[src/rtl/mem_arb_pkg.sv]
// Shared encodings and default parameters for the CPU/DMA memory arbiter.
package mem_arb_pkg;

    typedef enum logic [1:0] {
        ST_IDLE = 2'd0,
        ST_BUSY = 2'd1,
        ST_RESP = 2'd2
    } arb_state_t;

    typedef enum logic {
        OWN_CPU = 1'b0,
        OWN_DMA = 1'b1
    } arb_owner_t;

    localparam int DEF_MAX_WAIT = 4;
    localparam int DEF_TIMEOUT  = 15;

endpackage

[src/rtl/mem_arb_timeout.sv]
// Counts BUSY cycles without mem_ready; flags the cycle whose edge reaches TIMEOUT.
module mem_arb_timeout
    import mem_arb_pkg::*;
#(
    parameter int TIMEOUT = DEF_TIMEOUT
) (
    input  logic clk,
    input  logic rst_n,
    input  logic start,
    input  logic tick,
    input  logic ready,
    output logic expired
);

    localparam int CW = $clog2(TIMEOUT + 1);
    localparam logic [CW-1:0] LAST_C = CW'(TIMEOUT - 1);
    localparam logic [CW-1:0] FULL_C = CW'(TIMEOUT);

    logic [CW-1:0] cnt_r;

    // Wait-cycle counter, cleared when a transaction enters BUSY.
    always_ff @(posedge clk or negedge rst_n) begin
        if (!rst_n) begin
            cnt_r <= '0;
        end else if (start) begin
            cnt_r <= '0;
        end else if (tick && !ready && (cnt_r != FULL_C)) begin
            cnt_r <= cnt_r + CW'(1);
        end else begin
            cnt_r <= cnt_r;
        end
    end

    // mem_ready takes precedence, so a coinciding ready never reports expiry.
    assign expired = tick && !ready && (cnt_r == LAST_C);

endmodule

[src/rtl/mem_arbiter.sv]
// Two-port (CPU/DMA) arbiter onto a single memory port, with DMA starvation
// protection and a BUSY timeout that completes the transaction with an error.
module mem_arbiter
    import mem_arb_pkg::*;
#(
    parameter int MAX_WAIT = DEF_MAX_WAIT,
    parameter int TIMEOUT  = DEF_TIMEOUT
) (
    input  logic        clk,
    input  logic        rst_n,
    input  logic        cpu_req,
    input  logic        cpu_we,
    input  logic [31:0] cpu_addr,
    input  logic [31:0] cpu_wdata,
    output logic [31:0] cpu_rdata,
    output logic        cpu_ack,
    output logic        cpu_err,
    input  logic        dma_req,
    input  logic        dma_we,
    input  logic [31:0] dma_addr,
    input  logic [31:0] dma_wdata,
    output logic [31:0] dma_rdata,
    output logic        dma_ack,
    output logic        dma_err,
    output logic        mem_req,
    output logic        mem_we,
    output logic [31:0] mem_addr,
    output logic [31:0] mem_wdata,
    input  logic [31:0] mem_rdata,
    input  logic        mem_ready
);

    localparam int SW = $clog2(MAX_WAIT + 1);
    localparam logic [SW-1:0] MAX_WAIT_C = SW'(MAX_WAIT);

    arb_state_t    state_r;
    arb_owner_t    owner_r;
    logic [SW-1:0] starve_cnt_r;
    logic          cpu_win_s;
    logic          dma_win_s;
    logic          start_s;
    logic          tick_s;
    logic          expired_s;

    function automatic logic [SW-1:0] starve_inc(input logic [SW-1:0] c);
        return (c == MAX_WAIT_C) ? c : c + SW'(1);
    endfunction

    // Arbitration: a waiting DMA forces its turn once starve_cnt hits MAX_WAIT;
    // with no DMA request the CPU is never blocked by a stale count.
    always_comb begin
        cpu_win_s = 1'b0;
        dma_win_s = 1'b0;
        if (state_r == ST_IDLE) begin
            if (cpu_req && ((starve_cnt_r < MAX_WAIT_C) || !dma_req)) begin
                cpu_win_s = 1'b1;
            end else if (dma_req) begin
                dma_win_s = 1'b1;
            end else begin
                cpu_win_s = 1'b0;
                dma_win_s = 1'b0;
            end
        end else begin
            cpu_win_s = 1'b0;
            dma_win_s = 1'b0;
        end
    end

    assign start_s = cpu_win_s | dma_win_s;
    assign tick_s  = (state_r == ST_BUSY);

    mem_arb_timeout #(
        .TIMEOUT (TIMEOUT)
    ) u_timeout (
        .clk     (clk),
        .rst_n   (rst_n),
        .start   (start_s),
        .tick    (tick_s),
        .ready   (mem_ready),
        .expired (expired_s)
    );

    // Arbiter FSM with all memory-side and requester-side outputs registered.
    always_ff @(posedge clk or negedge rst_n) begin
        if (!rst_n) begin
            state_r      <= ST_IDLE;
            owner_r      <= OWN_CPU;
            starve_cnt_r <= '0;
            mem_req      <= 1'b0;
            mem_we       <= 1'b0;
            mem_addr     <= 32'h0000_0000;
            mem_wdata    <= 32'h0000_0000;
            cpu_rdata    <= 32'h0000_0000;
            cpu_ack      <= 1'b0;
            cpu_err      <= 1'b0;
            dma_rdata    <= 32'h0000_0000;
            dma_ack      <= 1'b0;
            dma_err      <= 1'b0;
        end else begin
            case (state_r)
                ST_IDLE: begin
                    if (cpu_win_s) begin
                        owner_r      <= OWN_CPU;
                        mem_req      <= 1'b1;
                        mem_we       <= cpu_we;
                        mem_addr     <= cpu_addr;
                        mem_wdata    <= cpu_wdata;
                        starve_cnt_r <= dma_req ? starve_inc(starve_cnt_r) : '0;
                        state_r      <= ST_BUSY;
                    end else if (dma_win_s) begin
                        owner_r      <= OWN_DMA;
                        mem_req      <= 1'b1;
                        mem_we       <= dma_we;
                        mem_addr     <= dma_addr;
                        mem_wdata    <= dma_wdata;
                        starve_cnt_r <= '0;
                        state_r      <= ST_BUSY;
                    end else begin
                        starve_cnt_r <= '0;
                        state_r      <= ST_IDLE;
                    end
                end
                ST_BUSY: begin
                    if (mem_ready) begin
                        mem_req <= 1'b0;
                        state_r <= ST_RESP;
                        if (owner_r == OWN_CPU) begin
                            cpu_ack <= 1'b1;
                            cpu_err <= 1'b0;
                            if (!mem_we) begin
                                cpu_rdata <= mem_rdata;
                            end
                        end else begin
                            dma_ack <= 1'b1;
                            dma_err <= 1'b0;
                            if (!mem_we) begin
                                dma_rdata <= mem_rdata;
                            end
                        end
                    end else if (expired_s) begin
                        mem_req <= 1'b0;
                        state_r <= ST_RESP;
                        if (owner_r == OWN_CPU) begin
                            cpu_ack <= 1'b1;
                            cpu_err <= 1'b1;
                        end else begin
                            dma_ack <= 1'b1;
                            dma_err <= 1'b1;
                        end
                    end else begin
                        state_r <= ST_BUSY;
                    end
                end
                ST_RESP: begin
                    cpu_ack <= 1'b0;
                    cpu_err <= 1'b0;
                    dma_ack <= 1'b0;
                    dma_err <= 1'b0;
                    state_r <= ST_IDLE;
                end
                default: begin
                    mem_req <= 1'b0;
                    cpu_ack <= 1'b0;
                    cpu_err <= 1'b0;
                    dma_ack <= 1'b0;
                    dma_err <= 1'b0;
                    state_r <= ST_IDLE;
                end
            endcase
        end
    end

endmodule

[config.mk]
export PLATFORM = sky130hd
export DESIGN_NAME = mem_arbiter
export DESIGN_NICKNAME = d
export VERILOG_FILES = /design/src/rtl/mem_arb_pkg.sv /design/src/rtl/mem_arb_timeout.sv /design/src/rtl/mem_arbiter.sv
export SDC_FILE = /design/constraint.sdc
export NUM_CORES = 1
export LEC_CHECK = 0
export ABC_AREA = 0
export CELL_PAD_IN_SITES_DETAIL_PLACEMENT = 1
export CELL_PAD_IN_SITES_GLOBAL_PLACEMENT = 1
export CORE_AREA = 3 3 145 147
export CTS_CLUSTER_DIAMETER = 40
export DETAILED_ROUTE_END_ITERATION = 16
export DIE_AREA = 0 0 148 150
export HOLD_SLACK_MARGIN = 0.15
export PLACE_DENSITY_LB_ADDON = 0.08
export SKIP_LAST_GASP = 1
export SLEW_MARGIN = 20
export SYNTH_ARGS = -nofsm -noshare
export SYNTH_HDL_FRONTEND = slang
export SYNTH_SLANG_ARGS = --single-unit
[constraint.sdc]
create_clock -name clk -period 4.25 [get_ports clk]
set_clock_uncertainty 0.05 [all_clocks]
set_input_delay 0.425 -clock clk [delete_from_list [all_inputs] [get_ports clk]]
set_output_delay 0.425 -clock clk [all_outputs]
set_load 0.005 [all_outputs]
==> results of run 1 <==
==> where the power goes <==
group / total, uW / internal [uW] / leakage (uW) / switching, uW
Sequential: 2420 / 2020 / 0.00177 / 397
Clock: 1550 / 902 / 0.000290 / 650
Combinational: 3110 / 1850 / 0.00218 / 1260
==> layout make-up <==
cell class | instances | area (um^2) | area share, %
antenna | 1 | 2.50 | 0.0243
inverter | 3 | 11.3 | 0.109
clock buffer | 18 | 439 | 4.26
timing repair buffer | 313 | 3120 | 30.2
tap | 270 | 338 | 3.28
multi-input combinational | 380 | 2630 | 25.5
clock inverter | 14 | 169 | 1.64
sequential | 144 | 3600 | 35.0
==> worst reg2reg max path: cells and delay by family (launching register included) <==
| family | cells | cell delay (ps) |
|---|---|---|
| and+or+nand+nor | 1 | 700 |
| DFF | 1 | 510 |
| AOI/OAI and AO/OA | 2 | 730 |
| buffers and inverters | 1 | 320 |
==> state kept, by name (all words and copies together) (netlist names) <==
| register | cells |
|---|---|
| cpu_ack | 1 |
| cpu_err | 1 |
| cpu_rdata | 32 |
| dma_ack | 1 |
| dma_err | 1 |
| dma_rdata | 32 |
| mem_addr | 32 |
| mem_req | 1 |
| mem_wdata | 32 |
| mem_we | 1 |
| owner_r | 1 |
| starve_cnt_r | 3 |
| state_r | 2 |
| u_timeout.cnt_r | 4 |
==> cell usage in the layout, fill, tap and decap left out, types with 3 or more instances in the layout <==
master	count
a21oi_1	69
mux2_4	30
clkdlybuf4s50_1	299
inv_6	5
buf_4	11
inv_8	3
clkbuf_16	17
nor2_1	68
o21ai_0	64
clkinvlp_4	3
o21ai_1	9
mux2_2	34
dfrtp_1	144
ha_1	4
inv_1	3
nand3_1	6
o31ai_1	65
==> through the flow <==
stage | total power, uW | hold slack (ps) | utilization, %
floorplan | 3680 | 79.4 | -
global placement | 5450 | 426 | 48.3
detailed placement | 5570 | 435 | 48.3
CTS | 7180 | 451 | 51.4
global route | 7540 | 460 | 51.4
finish | 7090 | 443 | 51.4
==> Yosys cell counts (2+ instances only) <==
| cell type | instances |
|---|---|
| mux2i_1 | 2 |
| ha_1 | 4 |
| a21oi_1 | 69 |
| a31oi_1 | 2 |
| clkbuf_1 | 30 |
| inv_1 | 3 |
| nand3_1 | 6 |
| buf_4 | 4 |
| nand2_1 | 2 |
| buf_1 | 3 |
| nor3_1 | 2 |
| buf_2 | 10 |
| nor2b_1 | 2 |
| o31ai_1 | 65 |
| buf_6 | 5 |
| mux2_2 | 34 |
| and3_1 | 2 |
| o21ai_0 | 64 |
| a21o_1 | 2 |
| o21ai_1 | 10 |
| nor2_1 | 69 |
| mux2_4 | 30 |
| dfrtp_1 | 144 |
==> layer usage <==
metal / track usage [%] / part of all wire (%)
met1: 25.0 / 41
met2: 35.3 / 49
met3: 7.51 / 7.9
met4: 6.37 / 1.7
met5: 0 / 0.056
==> worst max-delay path by stage <==
| stage | depth (start not counted) | end | slack, ps | from |
|---|---|---|---|---|
| after floorplan | 6 | cpu_rdata[0] | 2620 | state_r[1] |
| after global placement | 5 | mem_wdata[12] | 1530 | cpu_req |
| after detailed placement | 5 | mem_wdata[21] | 1440 | cpu_req |
| after CTS | 4 | mem_addr[20] | 1800 | state_r[1] |
| after global routing | 4 | mem_we | 1650 | state_r[1] |
| final | 4 | mem_addr[26] | 1850 | state_r[1] |
==> what timing repair did <==
action | CTS | global route
hold buffers | 1 | 0
endpoints found under the hold margin | 95 | 0
gates resized for setup | 0 | 0
==> kinds of logic (layout without fill, tap and decap cells) <==
family | Yosys count | after routing | synth area share, %
mux | 66 | 66 | 13.2
other cells | 0 | 1 | 0
fa+ha+maj | 4 | 4 | 0.772
simple gates | 92 | 92 | 6.33
buf+inv | 56 | 348 | 4.27
compound gates | 218 | 218 | 19.8
flops | 144 | 144 | 55.6
==> summary.txt, run 1 <==
Place
  • RD Place Congestion: between 0.7 and 0.8
  • Buffers on Ports: 300
  • Placement Cell Area: a little under 10000 um^2
  • Post-Place Cells: between 1000 and 1500
  • Pre-CTS setup slack: roughly 1400 ps
  • DP HPWL: between 15 and 20 mm

Hold path
  • Worst hold path class: register to register
  • Cell count of the worst hold path: 1
  • Worst Hold End: mem_req
  • Hold wc startpoint: mem_req

Setup path
  • FF-to-FF End: mem_addr[26]
  • CP peak stage delay: approximately 700 ps
  • Worst setup path class: register to register
  • Top delay family on crit path: compound AO/OA/AOI/OAI gates
  • Crit-path max FO: between 40 and 50
  • RR Startpoint: state_r[1]
  • FF-to-FF path depth: 4
  • CP Cell Sequence: nor2_4, o21ai_4, buf_12, o31ai_1
  • Buf+Inv Stages, Crit Path: 1
  • Slowest CP cell: nor2_4
  • Critical Path AT: between 2000 and 3000 ps
  • Flop2flop setup slack: between 1500 and 2000 ps
  • CP Launch Type: register
  • WP data required: approximately 4500 ps
  • Worst Setup End Kind: register

Power
  • Leakage: 0.00424 uW
  • Peak VDD IR: 0.245 mV
  • Cell Pwr Density: 687 nW/um^2

Global route
  • Largest net degree at the start of global routing: 98
  • Vias in the first global route: about 6500
  • First-pass GRT wire length: 36.6 mm
  • Total global routing overflow: 0
  • Total GRT Usage: a little over a fifth
  • Number of antenna violations at the first check in global routing: 2

Timing
  • Setup WS post-layout: 1850 ps
  • Crit share post-route: 56.6%
  • Fin Setup TNS: 0 ps
  • RSZ-0062 raised after global routing: false
  • Slew Limit Fails: 0
  • F_max: between 400 and 500 MHz
  • Slew HR: 39.0%
  • Count of final setup violators: 0
  • Final Hold Vio Count: 0
  • Final min period: about 2400 ps
  • Worst-Margin Slew: approximately 920 ps

Drt
  • Drc violations: 0
  • Via density: 5.12
  • DR iter-0 viols: ~190
  • Routed wire per std cell: approximately 20 um
  • DR vias: 5852
  • Post-DRT Antenna Nets: 0
  • DRT Pass-1 Iters: 6
  • Drt total wl: approximately 23 mm

Die
  • FP Rows: between 50 and 60
  • Core Region: 20000 um^2
  • I/O pins: 301
  • Die W: ~150 um
  • Starting Density: about a third
  • Die ar.: between 20000 and 25000 um^2
  • Die Y: 150 um

Yosys
  • Synthesized flop and latch total: approximately 140
  • Post-Syn Nets: between 700 and 800
  • Number of synthesized flops with an enable pin: 0
  • Synth area leader: dfrtp_1
  • Top cells by area, synth: dfrtp_1 (56%), o31ai_1 (7.5%), mux2_4 (7.0%)
  • Syn_area_per_cell: between 10 and 15 um^2
  • Most used DFF post-synth: dfrtp_1
  • Post-synth cell types: 39
  • Post-synth top area share: between 50% and 60%
  • Synthesized cell area: 6480 um^2
  • Post-synthesis async set-or-reset flop share: 100%
  • Syn Inst Count: 580
  • Yosys warns: 0
  • Sequential share of the synthesized area: 55.6%

Clocking
  • Clock transition at path regs: about 60 ps
  • Clk buf depth: 2
  • # Post-CTS Setup Buffers: 0
  • # clock sinks: ~140
  • Clock Latency Late Sink: 420 ps
  • H-tree levels: 4
  • CTS tree: built
  • Root Driver: clkbuf_16
  • Cts bufs inserted: 17

Final layout
  • Layout area overhead: 59.0%
  • Final nets: ~1000
  • # fillers: approximately 2200
  • Post-Layout Cell Count: 1143
  • Layout cells sized above 1: between 10% and 20%
  • Post-route cell area: around 10000 um^2

Run
  • Max-cap violations: 0

Run status
  • Status: finished, final reports clean
Power figures use the tool's default switching activity.
==> run 2: changes to the inputs <==
--- a/config.mk
+++ b/config.mk
@@ -8,10 +8,10 @@
 export ABC_AREA = 0
 export CELL_PAD_IN_SITES_DETAIL_PLACEMENT = 1
 export CELL_PAD_IN_SITES_GLOBAL_PLACEMENT = 1
-export CORE_AREA = 3 3 145 147
+export CORE_AREA = 3 3 149 151
 export CTS_CLUSTER_DIAMETER = 40
 export DETAILED_ROUTE_END_ITERATION = 16
-export DIE_AREA = 0 0 148 150
+export DIE_AREA = 0 0 152 154
 export HOLD_SLACK_MARGIN = 0.15
 export PLACE_DENSITY_LB_ADDON = 0.08
 export SKIP_LAST_GASP = 1
==> constraint.sdc (replaced) <==
create_clock -name clk -period 2.3 [get_ports clk]
set_clock_uncertainty 0.05 [all_clocks]
set_input_delay 0.23 -clock clk [delete_from_list [all_inputs] [get_ports clk]]
set_output_delay 0.23 -clock clk [all_outputs]
set_load 0.005 [all_outputs]
==> run 2 against run 1 <==
Net effect: worst setup slack got worse by 1400 ps; total power rose by 86%; final cell count rose by 1.7%; hold slack got worse by 150 ps; highest routed layer is now met4; die area rose by 5.4%; count of clock-buffer cells in the layout did not move; sequential power rose by 85%; wire length rose by 1.3%; final area rose by 1.8%.
==> summary.txt, run 2 (synthesis gave the netlist of run 1 again) <==
Timing
  • Slew HR: 61.1% (+22 points)
  • F_max: 529 MHz (+27%)
  • Final min period: 1890 ps (-514 ps)
  • Setup WS post-layout: 409 ps (-1440 ps)
  • Slew Limit Fails: 0 (unchanged)
  • Count of final setup violators: 0 (unchanged)
  • Fin Setup TNS: 0 ps (unchanged)
  • RSZ-0062 raised after global routing: false
  • Crit share post-route: 82.2% (+26 points)
  • Worst-Margin Slew: 584 ps (-331 ps)
  • Final Hold Vio Count: 0 (unchanged)

Drt
  • Met3 Wirelength: 1.70 mm (-8.4%)
  • Post-DRT Antenna Nets: 0 (unchanged)
  • Via density: 5.08 (-0.83%)
  • DRT Pass-1 Iters: 7 (+1)
  • Top Layer Used: met4
  • DR iter-0 viols: 204 (+10%)
  • Met2 wire len: 11.5 mm (about the same)
  • Drt total wl: 23.6 mm (+1.3%)
  • DRT met1 WL: 9.98 mm (+4.2%)
  • Routed wire per std cell: 20.3 um (-0.34%)
  • Drc violations: 0 (unchanged)
  • DR vias: 5900 (+0.82%)

Setup path
  • FF-to-FF End: mem_addr[1]
  • FF-to-FF path depth: 4 (unchanged)
  • CP Launch Type: register
  • RR Startpoint: state_r[0]
  • Worst setup path class: register to register
  • WP data required: 2540 ps (-1980 ps)
  • Critical Path AT: 2130 ps (-540 ps)
  • Flop2flop setup slack: 410 ps (-1440 ps)
  • Worst Setup End Kind: register
  • Crit-path max FO: 27 (-36%)

Clocking
  • CTS tree: built
  • Clock transition at path regs: 70 ps (about the same)
  • # clock sinks: 144 (unchanged)
  • Cts bufs inserted: 17 (unchanged)
  • Clk buf depth: 2 (unchanged)
  • H-tree levels: 4 (unchanged)
  • Root Driver: clkbuf_16
  • # Post-CTS Setup Buffers: 0 (unchanged)
  • Clock Latency Late Sink: 420 ps (about the same)

Global route
  • Largest net degree at the start of global routing: 58 (-41%)
  • Total GRT Usage: 20.3% (-0.54 points)
  • Total global routing overflow: 0 (unchanged)
  • Number of antenna violations at the first check in global routing: 1 (-1)
  • Vias in the first global route: 6603 (+1.9%)
  • First-pass GRT wire length: 38.0 mm (+3.8%)

Die
  • Starting Density: 30.9% (-1.4 points)
  • FP Rows: 53 (+1.9%)
  • Die ar.: 23400 um^2 (+5.4%)
  • Die W: 152 um (+2.7%)
  • Die Y: 154 um (+2.7%)
  • I/O pins: 301 (unchanged)
  • Core Region: 21000 um^2 (+4.6%)

Final layout
  • Layout cells sized above 1: 14.8% (+1.4 points)
  • Layout area overhead: 61.9%
  • Commonest non-fill, non-tap cells in the layout: clkdlybuf4s50_1 (299), dfrtp_1 (144), a21oi_1 (69)
  • Post-route cell area: 10500 um^2 (+1.8%)
  • Post-Layout Cell Count: 1162 (+1.7%)
  • Most common cell after layout, fill and taps aside: clkdlybuf4s50_1
  • Final nets: 1044 (+1.4%)

Power
  • Cell Pwr Density: 1250 nW/um^2 (+82%)
  • Leakage: 0.00434 uW (+2.4%)
  • Peak VDD IR: 0.458 mV (+87%)

Place
  • Post-Place Cells: 1128 (+1.7%)
  • Placement Cell Area: 9900 um^2 (+2.2%)
  • Pre-CTS setup slack: 286 ps (-1160 ps)
  • RD Place Congestion: 0.781 (-1.4%)
  • DP HPWL: 16.9 mm (+3.1%)
  • Buffers on Ports: 300 (unchanged)

Hold path
  • Worst hold path class: input pin to async pin

Run
  • Max-cap violations: 0 (unchanged)

Run status
  • Status: finished, final reports clean
run 2: changes by cell type in the layout (fill, tap and decap cells not counted), sizes merged:
| cell | delta |
|---|---|
| buf | +14 |
| bufinv | -1 |
| clkinvlp | -1 |
| clkinv | +2 |
run 2: worst max-delay path by stage:
stage | from | to | slack [ps] | depth (start not counted)
after detailed placement | mem_ready | cpu_rdata[1] | 290 | 5
after CTS | state_r[0] | mem_wdata[25] | 390 | 4
final | state_r[0] | mem_addr[1] | 410 | 4
after floorplan | state_r[1] | cpu_rdata[0] | 670 | 6
after global routing | state_r[0] | mem_wdata[0] | 280 | 4
after global placement | mem_ready | cpu_rdata[9] | 310 | 5
run 2: per-layer routing:
metal	vias to the layer above	GRT usage, %
li1	2686	-
met1	2966	24.8
met2	221	33.6
met3	27	7.57
met4	0	6.21
met5	-	0
run 2: per-stage QoR:
stage          total power [uW]  util [%]  hold WS, ps
6_report                  13200      50.1          289
2_1_floorplan              6810         -         -116
5_1_grt                   14000      50.1          314
3_3_place_gp              10300      47.2          165
3_5_place_dp              10500      47.2          171
4_1_cts                   13300      50.1          290
run 2: final cells by class:
cell class,instances,area (um^2)
fill,2257,10500
sequential,144,3600
timing repair buffer,327,3320
multi-input combinational,380,2630
clock buffer,18,439
tap,275,344
clock inverter,14,145
inverter,3,11.3
antenna,1,2.50
run 2: what timing repair did:
item	4_1_cts	5_1_grt
hold endpoints to repair	86	0
hold buffers	1	0
gates resized for setup	0	0
run 2: power by group:
group	switching [uW]	total [uW]	internal [uW]
Combinational	2350	5910	3560
Clock	1220	2770	1560
Sequential	730	4470	3740
run 2: critical path: stages (launching register included):
cell and delay [ps]:
dfrtp_1 510, or2_2 580, buf_4 300, o21ai_0 210, o31ai_1 110
==> run 3: changes to the inputs <==
==> constraint.sdc (replaced) <==
create_clock -name clk -period 1.74 [get_ports clk]
set_clock_uncertainty 0.05 [all_clocks]
set_input_delay 0.174 -clock clk [delete_from_list [all_inputs] [get_ports clk]]
set_output_delay 0.174 -clock clk [all_outputs]
set_load 0.005 [all_outputs]
==> run 3 against run 2 <==
Net effect: clock power increased by 31%; wire length shrank 1.6%; utilization increased by 0.64 points; hold slack got worse by 72 ps; critical endpoint is now cpu_rdata[12].
==> summary.txt, run 3 (synthesis gave the netlist of run 1 again) <==
Drt
  • Via density: 5.02 (-1.1%)
  • Routed wire per std cell: 19.9 um (-2.1%)
  • Drt total wl: 23.2 mm (-1.6%)
  • Drc violations: 0 (unchanged)
  • DR iter-0 viols: 235 (+15%)
  • DRT Pass-1 Iters: 6 (-1)
  • Post-DRT Antenna Nets: 0 (unchanged)
  • DR vias: 5863 (-0.63%)

Die
  • Starting Density: 30.9% (unchanged)
  • Die W: 152 um (unchanged)
  • Die ar.: 23400 um^2 (unchanged)
  • Die Y: 154 um (unchanged)
  • I/O pins: 301 (unchanged)
  • Core Region: 21000 um^2 (unchanged)
  • FP Rows: 53 (unchanged)

Final layout
  • Final nets: 1049 (+0.48%)
  • Commonest non-fill, non-tap cells in the layout: clkdlybuf4s50_1 (299), dfrtp_1 (144), a21oi_1 (69)
  • Layout area overhead: 64.0%
  • Multi-input logic area: 2630 um^2 (unchanged)
  • Layout cells sized above 1: 15.3% (+0.48 points)
  • Most common cell after layout, fill and taps aside: clkdlybuf4s50_1
  • Post-Layout Cell Count: 1167 (+0.43%)
  • FF+latch area: 3600 um^2 (unchanged)
  • # fillers: 2256 (-0.044%)

Timing
  • Final min period: 1670 ps (-223 ps)
  • Worst-Margin Slew: 483 ps (-102 ps)
  • Final Hold Vio Count: 0 (unchanged)
  • F_max: 599 MHz (+13%)
  • Crit share post-route: 95.9% (+14 points)
  • Count of final setup violators: 0 (unchanged)
  • Worst hold slack: 216 ps (-72.2 ps)
  • Slew Limit Fails: 0 (unchanged)
  • Slew HR: 67.8% (+6.8 points)
  • RSZ-0062 raised after global routing: true

Power
  • Comb pwr share: 45.8% (+0.8 points)
  • Switching pwr: 5660 uW (+32%)
  • Leakage: 0.00439 uW (+1.1%)
  • Cell Pwr Density: 1650 nW/um^2 (+31%)
  • Sw Ratio: 32.4% (-0.31 points)
  • Peak VDD IR: 0.619 mV (+35%)
  • Internal: 11800 uW (+34%)
  • Clk pwr share: 20.8% (-0.3 points)
  • Sequential share of power: 33.4% (-0.6 points)

Global route
  • First-pass GRT wire length: 36.7 mm (-3.4%)
  • Total GRT Usage: 19.5% (-0.85 points)
  • Total global routing overflow: 0 (unchanged)
  • Vias in the first global route: 6483 (-1.8%)
  • Number of antenna violations at the first check in global routing: 1 (unchanged)
  • Largest net degree at the start of global routing: 49 (-16%)

Clocking
  • Clk buf depth: 2 (unchanged)
  • CTS tree: built
  • # clock sinks: 144 (unchanged)
  • Cts bufs inserted: 17 (unchanged)
  • Root Driver: clkbuf_16
  • H-tree levels: 4 (unchanged)
  • Clock transition at path regs: 70 ps (about the same)
  • Clock Latency Late Sink: 420 ps (about the same)

Setup path
  • Crit path from: mem_we
  • Crit path capture: cpu_rdata[12]
  • CP Launch Type: register
  • FF-to-FF path depth: 4 (unchanged)
  • Worst Setup End Kind: register
  • Flop2flop setup slack: 70 ps (-340 ps)
  • Worst setup path class: register to register
  • RR Startpoint: mem_we
  • Crit-path max FO: 16 (-41%)
  • WP data required: 1990 ps (-550 ps)
  • Critical Path AT: 1920 ps (-210 ps)
  • FF-to-FF End: cpu_rdata[12]

Place
  • DP HPWL: 16.7 mm (-0.68%)
  • RD Place Congestion: 0.800 (+2.4%)
  • Buffers on Ports: 300 (unchanged)
  • Post-Place Cells: 1132 (+0.35%)

Run
  • Max-cap violations: 0 (unchanged)

Hold path
  • Worst hold path class: input pin to async pin

Run status
  • Status: finished, final reports clean
==> run 3: cell types whose count changed in the layout (fill, tap and decap cells not counted), moves of 2 or more <==
cell	change
buf_12	+6
buf_4	-4
buf_6	+2
inv_8	-2
==> run 3: stage by stage <==
step / instance area (um^2) / utilization, % / setup slack [ps] / power (uW) / TNS [ps]
4_1_cts: 10600 / 50.6 / 34.8 / 17700 / 0
3_5_place_dp: 10000 / 47.7 / -126 / 13900 / -5100
2_1_floorplan: 6480 / - / 115 / 9000 / 0
5_1_grt: 10600 / 50.7 / -25.6 / 18600 / -113
3_3_place_gp: 10000 / 47.7 / -110 / 13700 / -4370
6_report: 10600 / 50.7 / 71.3 / 17500 / 0
==> run 3: worst min path at each step <==
stage / end / from / cells past startpoint / slack, ps
2_1_floorplan: cpu_ack / rst_n / 0 / -170
3_5_place_dp: dma_rdata[18] / rst_n / 1 / 100
3_3_place_gp: cpu_rdata[18] / rst_n / 1 / 100
6_report: cpu_rdata[18] / rst_n / 2 / 220
4_1_cts: dma_rdata[18] / rst_n / 2 / 220
5_1_grt: dma_rdata[18] / rst_n / 2 / 250
==> run 3: power groups by stage <==
stage	clock network, uW	registers [uW]	logic [uW]
after floorplan	0	5870	3120
after global placement	0	5810	7860
after detailed placement	0	5900	8030
after CTS	3730	5860	8070
after global routing	3890	6060	8670
final	3630	5850	8010
==> run 3: what timing repair did <==
item / CTS / global route
gates resized for setup: 0 / 3
setup buffers: 0 / 0
hold endpoints to repair: 144 / 0
hold buffers: 1 / 0
setup endpoints to repair: 0 / 25
==> run 3: routing by layer <==
metal | wire [um] | vias up | GRT usage [%]
met1 | 9900 | 2936 | 24.5
met5 | 0 | - | 0
li1 | - | 2698 | -
met3 | 1580 | 22 | 6.73
met4 | 341 | 0 | 5.74
met2 | 11400 | 207 | 31.9
==> run 3: worst max-delay path, stage by stage (launching register included) <==
cell,delay (ps)
dfrtp_1,400
and4bb_1,300
nor2b_4,240
clkbuf_16,250
mux2_4,310
==> run 3: cell type report <==
cell class              instances  share of cell area, %
diodes                          1                 0.0235
clock buffers                  18                   4.13
clock inverters                14                   1.34
inverters                       3                  0.106
multi-input cells             380                   24.7
flip-flops and latches        144                   33.9
well taps                     275                   3.24
repair buffers                332                   32.5
